[config.mk]
export PLATFORM = sky130hd
export DESIGN_NAME = spi_fetch_arbiter
export DESIGN_NICKNAME = d
export VERILOG_FILES = /design/src/rtl/spi_fetch_arbiter.sv
export SDC_FILE = /design/constraint.sdc
export NUM_CORES = 1
export LEC_CHECK = 0
export ABC_AREA = 0
export CAP_MARGIN = 20
export CORE_MARGIN = 3
export CORE_UTILIZATION = 35
export DETAILED_ROUTE_END_ITERATION = 8
export MAX_ROUTING_LAYER = met4
export PLACE_DENSITY = 0.59
export SYNTH_ARGS = -nofsm -noshare
export SYNTH_HDL_FRONTEND = slang
export SYNTH_SLANG_ARGS = --single-unit
[constraint.sdc]
create_clock -name CLK_50 -period 3.91 [get_ports CLK_50]
set_clock_uncertainty 0.15 [all_clocks]
set_input_delay 0.391 -clock CLK_50 [delete_from_list [all_inputs] [get_ports CLK_50]]
set_output_delay 0.391 -clock CLK_50 [all_outputs]
set_load 0.05 [all_outputs]
[src/rtl/spi_fetch_arbiter.sv]
// Shares one SPI byte engine between the video and audio fetch paths: arbitrates,
// then runs command byte, header hunt and fixed-length payload streaming for the grantee.
module spi_fetch_arbiter #(
    parameter logic [7:0] VIDEO_CMD = 8'hFA,
    parameter logic [7:0] AUDIO_CMD = 8'hAA,
    parameter logic [7:0] VIDEO_HDR = 8'h5A,
    parameter logic [7:0] AUDIO_HDR = 8'hA5,
    parameter int         VIDEO_LEN = 9600,
    parameter int         AUDIO_LEN = 1024,
    parameter int         HUNT_MAX  = 255,
    parameter int         LEN_W     = 14
) (
    input  logic       CLK_50,
    input  logic       reset,
    input  logic       vid_req,
    input  logic       aud_req,
    input  logic       aud_urgent,
    output logic       vid_grant,
    output logic       aud_grant,
    output logic [7:0] byte_data,
    output logic       vid_byte_valid,
    output logic       aud_byte_valid,
    output logic       txn_done,
    output logic       txn_error,
    output logic       spi_start,
    output logic [7:0] spi_tx,
    input  logic       spi_done,
    input  logic [7:0] spi_rx,
    output logic       spi_cs_n
);

    typedef enum logic [2:0] {IDLE, SEND_CMD, HUNT, STREAM, FINISH} state_t;

    localparam logic [7:0]       HUNT_LAST = 8'(HUNT_MAX - 1);
    localparam logic [LEN_W-1:0] VID_LAST  = LEN_W'(VIDEO_LEN - 1);
    localparam logic [LEN_W-1:0] AUD_LAST  = LEN_W'(AUDIO_LEN - 1);

    state_t           state, state_nxt;
    logic             sel_aud, sel_aud_nxt;
    logic             last_aud, last_aud_nxt;
    logic             busy, busy_nxt;
    logic [7:0]       hunt_cnt, hunt_cnt_nxt;
    logic [LEN_W-1:0] cnt, cnt_nxt;
    logic             vid_grant_nxt, aud_grant_nxt;
    logic             vid_byte_valid_nxt, aud_byte_valid_nxt;
    logic             txn_done_nxt, txn_error_nxt, spi_start_nxt, spi_cs_n_nxt;
    logic [7:0]       byte_data_nxt, spi_tx_nxt;
    logic             close_txn, issue_slot;

    logic [7:0]       hdr;
    logic [LEN_W-1:0] last_idx;
    logic             pick_aud;
    logic             done_seen;

    assign hdr       = sel_aud ? AUDIO_HDR : VIDEO_HDR;
    assign last_idx  = sel_aud ? AUD_LAST : VID_LAST;
    // Urgent audio wins outright; otherwise a tie goes to the side not served last.
    assign pick_aud  = aud_req & (aud_urgent | ~vid_req | ~last_aud);
    assign done_seen = spi_done & busy;

    always_comb begin
        // NOTE: every signal driven here gets a default first, so no latch can be inferred.
        state_nxt          = state;
        sel_aud_nxt        = sel_aud;
        last_aud_nxt       = last_aud;
        busy_nxt           = busy & ~spi_done;
        hunt_cnt_nxt       = hunt_cnt;
        cnt_nxt            = cnt;
        vid_grant_nxt      = vid_grant;
        aud_grant_nxt      = aud_grant;
        byte_data_nxt      = byte_data;
        spi_tx_nxt         = spi_tx;
        spi_cs_n_nxt       = spi_cs_n;
        vid_byte_valid_nxt = 1'b0;
        aud_byte_valid_nxt = 1'b0;
        txn_done_nxt       = 1'b0;
        txn_error_nxt      = 1'b0;
        spi_start_nxt      = 1'b0;
        close_txn          = 1'b0;
        issue_slot         = 1'b0;

        case (state)
            IDLE: begin
                spi_cs_n_nxt = 1'b1;
                if (vid_req || aud_req) begin
                    state_nxt     = SEND_CMD;
                    sel_aud_nxt   = pick_aud;
                    vid_grant_nxt = ~pick_aud;
                    aud_grant_nxt = pick_aud;
                    spi_cs_n_nxt  = 1'b0;
                    spi_start_nxt = 1'b1;
                    spi_tx_nxt    = pick_aud ? AUDIO_CMD : VIDEO_CMD;
                    busy_nxt      = 1'b1;
                    hunt_cnt_nxt  = 8'd0;
                    cnt_nxt       = '0;
                end
            end
            SEND_CMD: begin
                if (done_seen) begin
                    state_nxt  = HUNT;
                    issue_slot = 1'b1;
                end
            end
            HUNT: begin
                if (done_seen) begin
                    if (spi_rx == hdr) begin
                        state_nxt  = STREAM;
                        cnt_nxt    = '0;
                        issue_slot = 1'b1;
                    end else begin
                        hunt_cnt_nxt = hunt_cnt + 8'd1;
                        if (hunt_cnt == HUNT_LAST) begin
                            txn_error_nxt = 1'b1;
                            close_txn     = 1'b1;
                        end else begin
                            issue_slot = 1'b1;
                        end
                    end
                end
            end
            STREAM: begin
                if (done_seen) begin
                    byte_data_nxt      = spi_rx;
                    vid_byte_valid_nxt = ~sel_aud;
                    aud_byte_valid_nxt = sel_aud;
                    // Count stops at the last index, so it can never wrap.
                    if (cnt == last_idx) begin
                        txn_done_nxt = 1'b1;
                        close_txn    = 1'b1;
                    end else begin
                        cnt_nxt    = cnt + LEN_W'(1);
                        issue_slot = 1'b1;
                    end
                end
            end
            FINISH: begin
                last_aud_nxt = sel_aud;
                state_nxt    = IDLE;
            end
            default: state_nxt = IDLE;
        endcase

        if (issue_slot) begin
            spi_start_nxt = 1'b1;
            spi_tx_nxt    = 8'h00;
            busy_nxt      = 1'b1;
        end
        if (close_txn) begin
            state_nxt     = FINISH;
            spi_cs_n_nxt  = 1'b1;
            vid_grant_nxt = 1'b0;
            aud_grant_nxt = 1'b0;
        end
    end

    always_ff @(posedge CLK_50 or posedge reset) begin
        if (reset) begin
            state          <= IDLE;
            sel_aud        <= 1'b0;
            last_aud       <= 1'b1;
            busy           <= 1'b0;
            hunt_cnt       <= 8'd0;
            cnt            <= '0;
            vid_grant      <= 1'b0;
            aud_grant      <= 1'b0;
            byte_data      <= 8'h00;
            vid_byte_valid <= 1'b0;
            aud_byte_valid <= 1'b0;
            txn_done       <= 1'b0;
            txn_error      <= 1'b0;
            spi_start      <= 1'b0;
            spi_tx         <= 8'h00;
            spi_cs_n       <= 1'b1;
        end else begin
            // NOTE: sequential state uses non-blocking assignments only.
            state          <= state_nxt;
            sel_aud        <= sel_aud_nxt;
            last_aud       <= last_aud_nxt;
            busy           <= busy_nxt;
            hunt_cnt       <= hunt_cnt_nxt;
            cnt            <= cnt_nxt;
            vid_grant      <= vid_grant_nxt;
            aud_grant      <= aud_grant_nxt;
            byte_data      <= byte_data_nxt;
            vid_byte_valid <= vid_byte_valid_nxt;
            aud_byte_valid <= aud_byte_valid_nxt;
            txn_done       <= txn_done_nxt;
            txn_error      <= txn_error_nxt;
            spi_start      <= spi_start_nxt;
            spi_tx         <= spi_tx_nxt;
            spi_cs_n       <= spi_cs_n_nxt;
        end
    end

endmodule
Yosys cells after proc, flatten, opt, wreduce, memory -nomap -nowiden
Cells that the tools add are included.
{ "word_totals": {"out_inout_bits": 24, "latchBits": 0, "memories": 0, "ramBits": 0, "wordCells": 117, "mem_bits_ro": 0, "reg_bits": 52} }
{ "classes": {"n_lt_le_gt_ge": 0, "mul": 0, "mux": 56, "n_addsub": 2, "reduce_logical": 15, "shift": 0, "eq_ne": 18, "div_mod_pow": 0, "n_bitwise": 10} }
{ "op_table": {"columns": ["operator", "count"], "rows": [
  ["two-way mux 14 bit", 6],
  ["two-way mux 8 bit", 7],
  ["case mux 14 bit (3 select lines)", 1],
  ["two-way mux 1 bit", 32],
  ["case mux 8 bit (2 select lines)", 1],
  ["two-way mux 3 bit", 5],
  ["adder 14 x 1 -> 14 bit (second input constant)", 1],
  ["== test 14 bit", 1],
  ["inequality test 2 bit (second input constant)", 7],
  ["inequality test 3 bit (second input constant)", 4],
  ["case mux 3 bit (4 select lines)", 1],
  ["nonzero test 2 bit", 5],
  ["adder 8 x 1 -> 8 bit (second input constant)", 1],
  ["== test 8 bit", 1],
  ["== test 8 bit (second input constant)", 1],
  ["AND reduction 2 bit", 4],
  ["two-way mux 7 bit", 1],
  ["== test 3 x 2 -> 1 bit (second input constant)", 2],
  ["AND reduction 6 bit", 1],
  ["inverter 1 bit", 5],
  ["AND reduction 5 bit", 1],
  ["AND reduction 4 bit", 1],
  ["bitwise AND 1 bit", 3],
  ["== test 3 x 1 -> 1 bit (second input constant)", 1],
  ["7 further kinds", 8]
]} }

Logic depth before layout (Yosys ltp)
{ "depth": {"word_depth": 8, "depth_mapped": 7, "mapped_depth_nobuf": 7} }

Least setup slack after synthesis
OpenSTA, ideal clock, no wires.
{ "synth_path": {"kind": "register -> register", "from": "register sel_aud", "to": "register cnt[7]", "path_slack_ns": 1.897, "t_arrival_ns": 1.729, "synth_period_minus_slack_ns": 2.013, "path_buffers": 1, "stages_incl_launch_ff": 7, "required_time_ns": 3.626, "path_cell_list": "dfrtp_1 -> nor4b_1 -> and4_1 -> o31ai_2 -> buf_2 -> o41ai_1 -> a21oi_1"} }
{ "synth_via": {"elab_chain_len": 4, "elab_cells_between_ends": 7} }
{ "synth_lines": {"columns": ["item", "line_no", "rtl"], "rows": [
  ["start: declaration", "39", "logic sel_aud, sel_aud_nxt;"],
  ["start signal: assignment", "177", "sel_aud <= sel_aud_nxt;"],
  ["two-way mux 14 bit / two-way mux 8 bit (equally long branches)", "56, 55", null],
  ["== test 14 bit / == test 8 bit (equally long branches)", "127, 106", null],
  ["inequality test 2 bit (no line)", null, null],
  ["AND reduction 6 bit (no line) (*)", null, null],
  ["end signal: assignment", "181", "cnt <= cnt_nxt;"],
  ["end: declaration", "43", "logic [LEN_W-1:0] cnt, cnt_nxt;"]
]} }
Mark *: on every way between the ends. The rest lies on a longest branch, timed or not.
A chain may end at the register's enable or synchronous reset.

Final worst setup path
{ "layout_path": {"from": "register state[1]", "to": "register cnt[1]"} }
{ "layout_via": {"elab_chain_len": 3, "elab_cells_between_ends": 11} }
{ "layout_lines": {"columns": ["item", "line_no", "rtl"], "rows": [
  ["start: declaration", "38", "state_t state, state_nxt;"],
  ["start signal: assignment", "176", "state <= state_nxt;"],
  ["== test 3 x 2 -> 1 bit / logical NOT 3 bit (equally long branches)", "82", "case (state)"],
  ["inequality test 2 bit (no line) / nonzero test 3 bit (equally long branches)", null, null],
  ["AND reduction 6 bit (no line)", null, null]
]} }
Parallel ways exist; a longest one is shown, timed or not.

==> flow_summary.yaml <==
flow_run:
  maxCapViolCount: 0
synthesis:
  netlist_area_um2: 2530
  synth-edff-count: 0
  async_flop_share_pct: 100
  ys.flop_type: "dfrtp_1"
  synth_largest_area_cell: "dfrtp_1"
  ys_warn_count: 0
  syn_avg_cell_area_um2: 9.31
  synth_seq_cells: 46
  netlist.area_leader.share_pct: 43.5
  synthCells: 272
  ys_types: 57
  ys_seq_area_share_pct: 45.6
  synthTopCellsByArea: "dfrtp_1 (43%), nand2_1 (6.4%), nand3_1 (4.7%)"
pwr:
  power_density_nw_per_um2: 586
  power_switching_share_pct: 45.4
  power_switching_mw: 0.800
  seqPwrFrac_pct: 39.4
  clock_power_share_pct: 16.5
  peakVddDrop_mv: 0.354
  intPower_mw: 0.962
  p_leak_nw: 1.22
  combinationalPowerShare_pct: 44.1
sta:
  rsz0062_at_grt: "no"
  setup_viol: 0
  min_period_ns: 2.54
  slew_viol_final: 0
  whs_ns: 0.333
  worstMarginPinSlew_ns: 0.975
  slew_headroom_pct: 34.9
  hold_viol_final: 0
  setup_tns_ns: 0
  fin_crit_sh_pct: 65.0
  fmax_mhz: 393
global_route:
  grt_pass1_vias: 2068
  grt_start_max_net_pins: 47
  antenna_found_initial: 0
  grt.total_usage_pct: 15.8
  grt_pass1_wl_um: 10300
  grt_overflow_total: 0
drt:
  post-route-drc-count: 0
  wl_per_cell_um: 15.2
  firstDrtPassIters: 5
  vias: 2186
  viasPerCell: 5.49
  drt_iter0_markers: 166
  ant_nets: 0
  drt_wl_total_um: 6060
layout:
  diodes: 0
  nNetsFinal: 318
  final_util_pct: 43.5
  area_growth_pct: 18.7
  drive_gt1_share_pct: 7.62
  layout_common_cells: "dfrtp_1 (44), nand2_1 (43), clkdlybuf4s50_1 (35)"
  layout_commonest_cell: "dfrtp_1"
clock_network:
  clk_path_buf_depth: 2
  cts_buffers: 5
  post_cts_buffers: 0
  clk_latency_ns: 0.31
  htree_levels: 2
  cts_tree: "built"
  cts-resized-gates: 0
  clock-root-buffer: "clkbuf_8"
  clk_pin_slew_ns: 0.09
  holdBufCountCts: 0
  cts_sinks: 46
die:
  ios: 38
  initial_core_util_pct: 36.6
  rows: 30
  fp.dieW_um: 91.0
  coreArea_um2: 6910
  die_y_um: 91.0
  die-area_um2: 8290
setup_path:
  cp_cell_sequence: "nor2b_1 > nand2_1 > o31ai_2 > nor3b_1 > a21bo_2"
  slowest_delay_ns: 0.77
  crit_arrival_ns: 2.58
  cp_slowest_cell: "o31ai_2"
  cp-end-kind: "flop"
  path_class: "flop to flop"
  start_kind: "flop"
  worstPathMaxFanout: 14
  cp.required_ns: 3.95
place:
  gp_congestion: 0.838
  dp_hpwl_um: 4350
  port_buffers: 35
outcome:
  status: "finished clean"
worst_hold_path:
  hp-class: "flop to flop"
-- cells by family (layout without fill, tap and decap cells) --
logic type      count (synthesis)  after routing  synth area share [%]
buf+inv                        21             50                  4.45
fa+ha+maj                       3              3                  1.48
other cells                     1              2                 0.148
flops                          46             46                  45.6
simple gates                  142            142                  30.5
mux                             8              8                  3.76
compound gates                 51             51                  14.1
-- through the flow --
stage	power (mW)	instance area, um2	setup WS, ns	instances
2_1_floorplan	1.24	2530	1.90	273
3_3_place_gp	1.48	2920	1.17	390
6_report	1.76	3010	1.37	398
5_1_grt	1.87	3010	1.10	398
3_5_place_dp	1.48	2920	1.17	390
4_1_cts	1.78	3010	1.35	398
-- final timing paths --
check                        startpoint            to  slack (ns)  cells past startpoint
max                            state[1]        cnt[1]        1.37                      5
min                        byte_data[0]  byte_data[0]        0.33                      2
max reg2reg                    state[1]        cnt[1]        1.37                      5
min reg2reg                byte_data[0]  byte_data[0]        0.33                      2
max in group asynchronous         reset        cnt[1]        2.53                      2
min in group asynchronous         reset      state[2]        0.47                      2
-- state kept, by name, summed over array words and instances (netlist names), 2 cells and up --
| signal | flops |
|---|---|
| byte_data | 8 |
| cnt | 14 |
| hunt_cnt | 8 |
| spi_tx | 2 |
| state | 3 |
-- synthesized netlist by cell type (2+ instances only) --
cell type and n:
dfrtp_1 44, nand2_1 43, nand3_1 24, a21oi_1 14, o21ai_0 11, nor2_1 10
nand4_1 9, nor3_1 9, o31ai_1 7, or4_1 7, buf_4 6, inv_1 6
and3_1 5, mux2i_1 5, nand3b_1 5, nor4_1 5, nand4b_1 4, or3_1 4
buf_2 3, clkbuf_1 3, ha_1 3, o21a_1 3, and2_1 2, dfstp_2 2
mux2_2 2, nand2b_1 2, nor3b_1 2, nor4b_1 2, o41ai_1 2
-- cell type report --
class / instances / area, um2
multi-input cells: 206 / 1270
fillers: 683 / 3900
clock buffers: 6 / 72.6
well taps: 96 / 120
clock inverters: 2 / 13.8
inverters: 7 / 26.3
flip-flops and latches: 46 / 1150
repair buffers: 35 / 350
-- metal layers --
metal | wire [um] | share of wire, % | vias up | global-route usage [%]
met5 | 0 | 0 | - | -
li1 | - | - | 1064 | -
met1 | 2930 | 48 | 1062 | 21.9
met4 | 91 | 1.5 | 0 | 5.90
met2 | 2790 | 46 | 55 | 23.1
met3 | 255 | 4.2 | 5 | 2.98
-- worst max-delay path: cells and delay by family (launching register included) --
family             cells  cell delay [ns]
AOI/OAI and AO/OA      2             1.02
and+or+nand+nor        3             0.78
DFF                    1             0.47
-- power by group through the flow --
stage / Combinational (mW) / Clock [mW] / Sequential, mW
global placement: 0.774 / 0 / 0.701
global route: 0.836 / 0.321 / 0.713
finish: 0.777 / 0.291 / 0.694
CTS: 0.784 / 0.301 / 0.694
detailed placement: 0.782 / 0 / 0.702
floorplan: 0.340 / 0 / 0.902
Power figures use the tool's default switching activity.
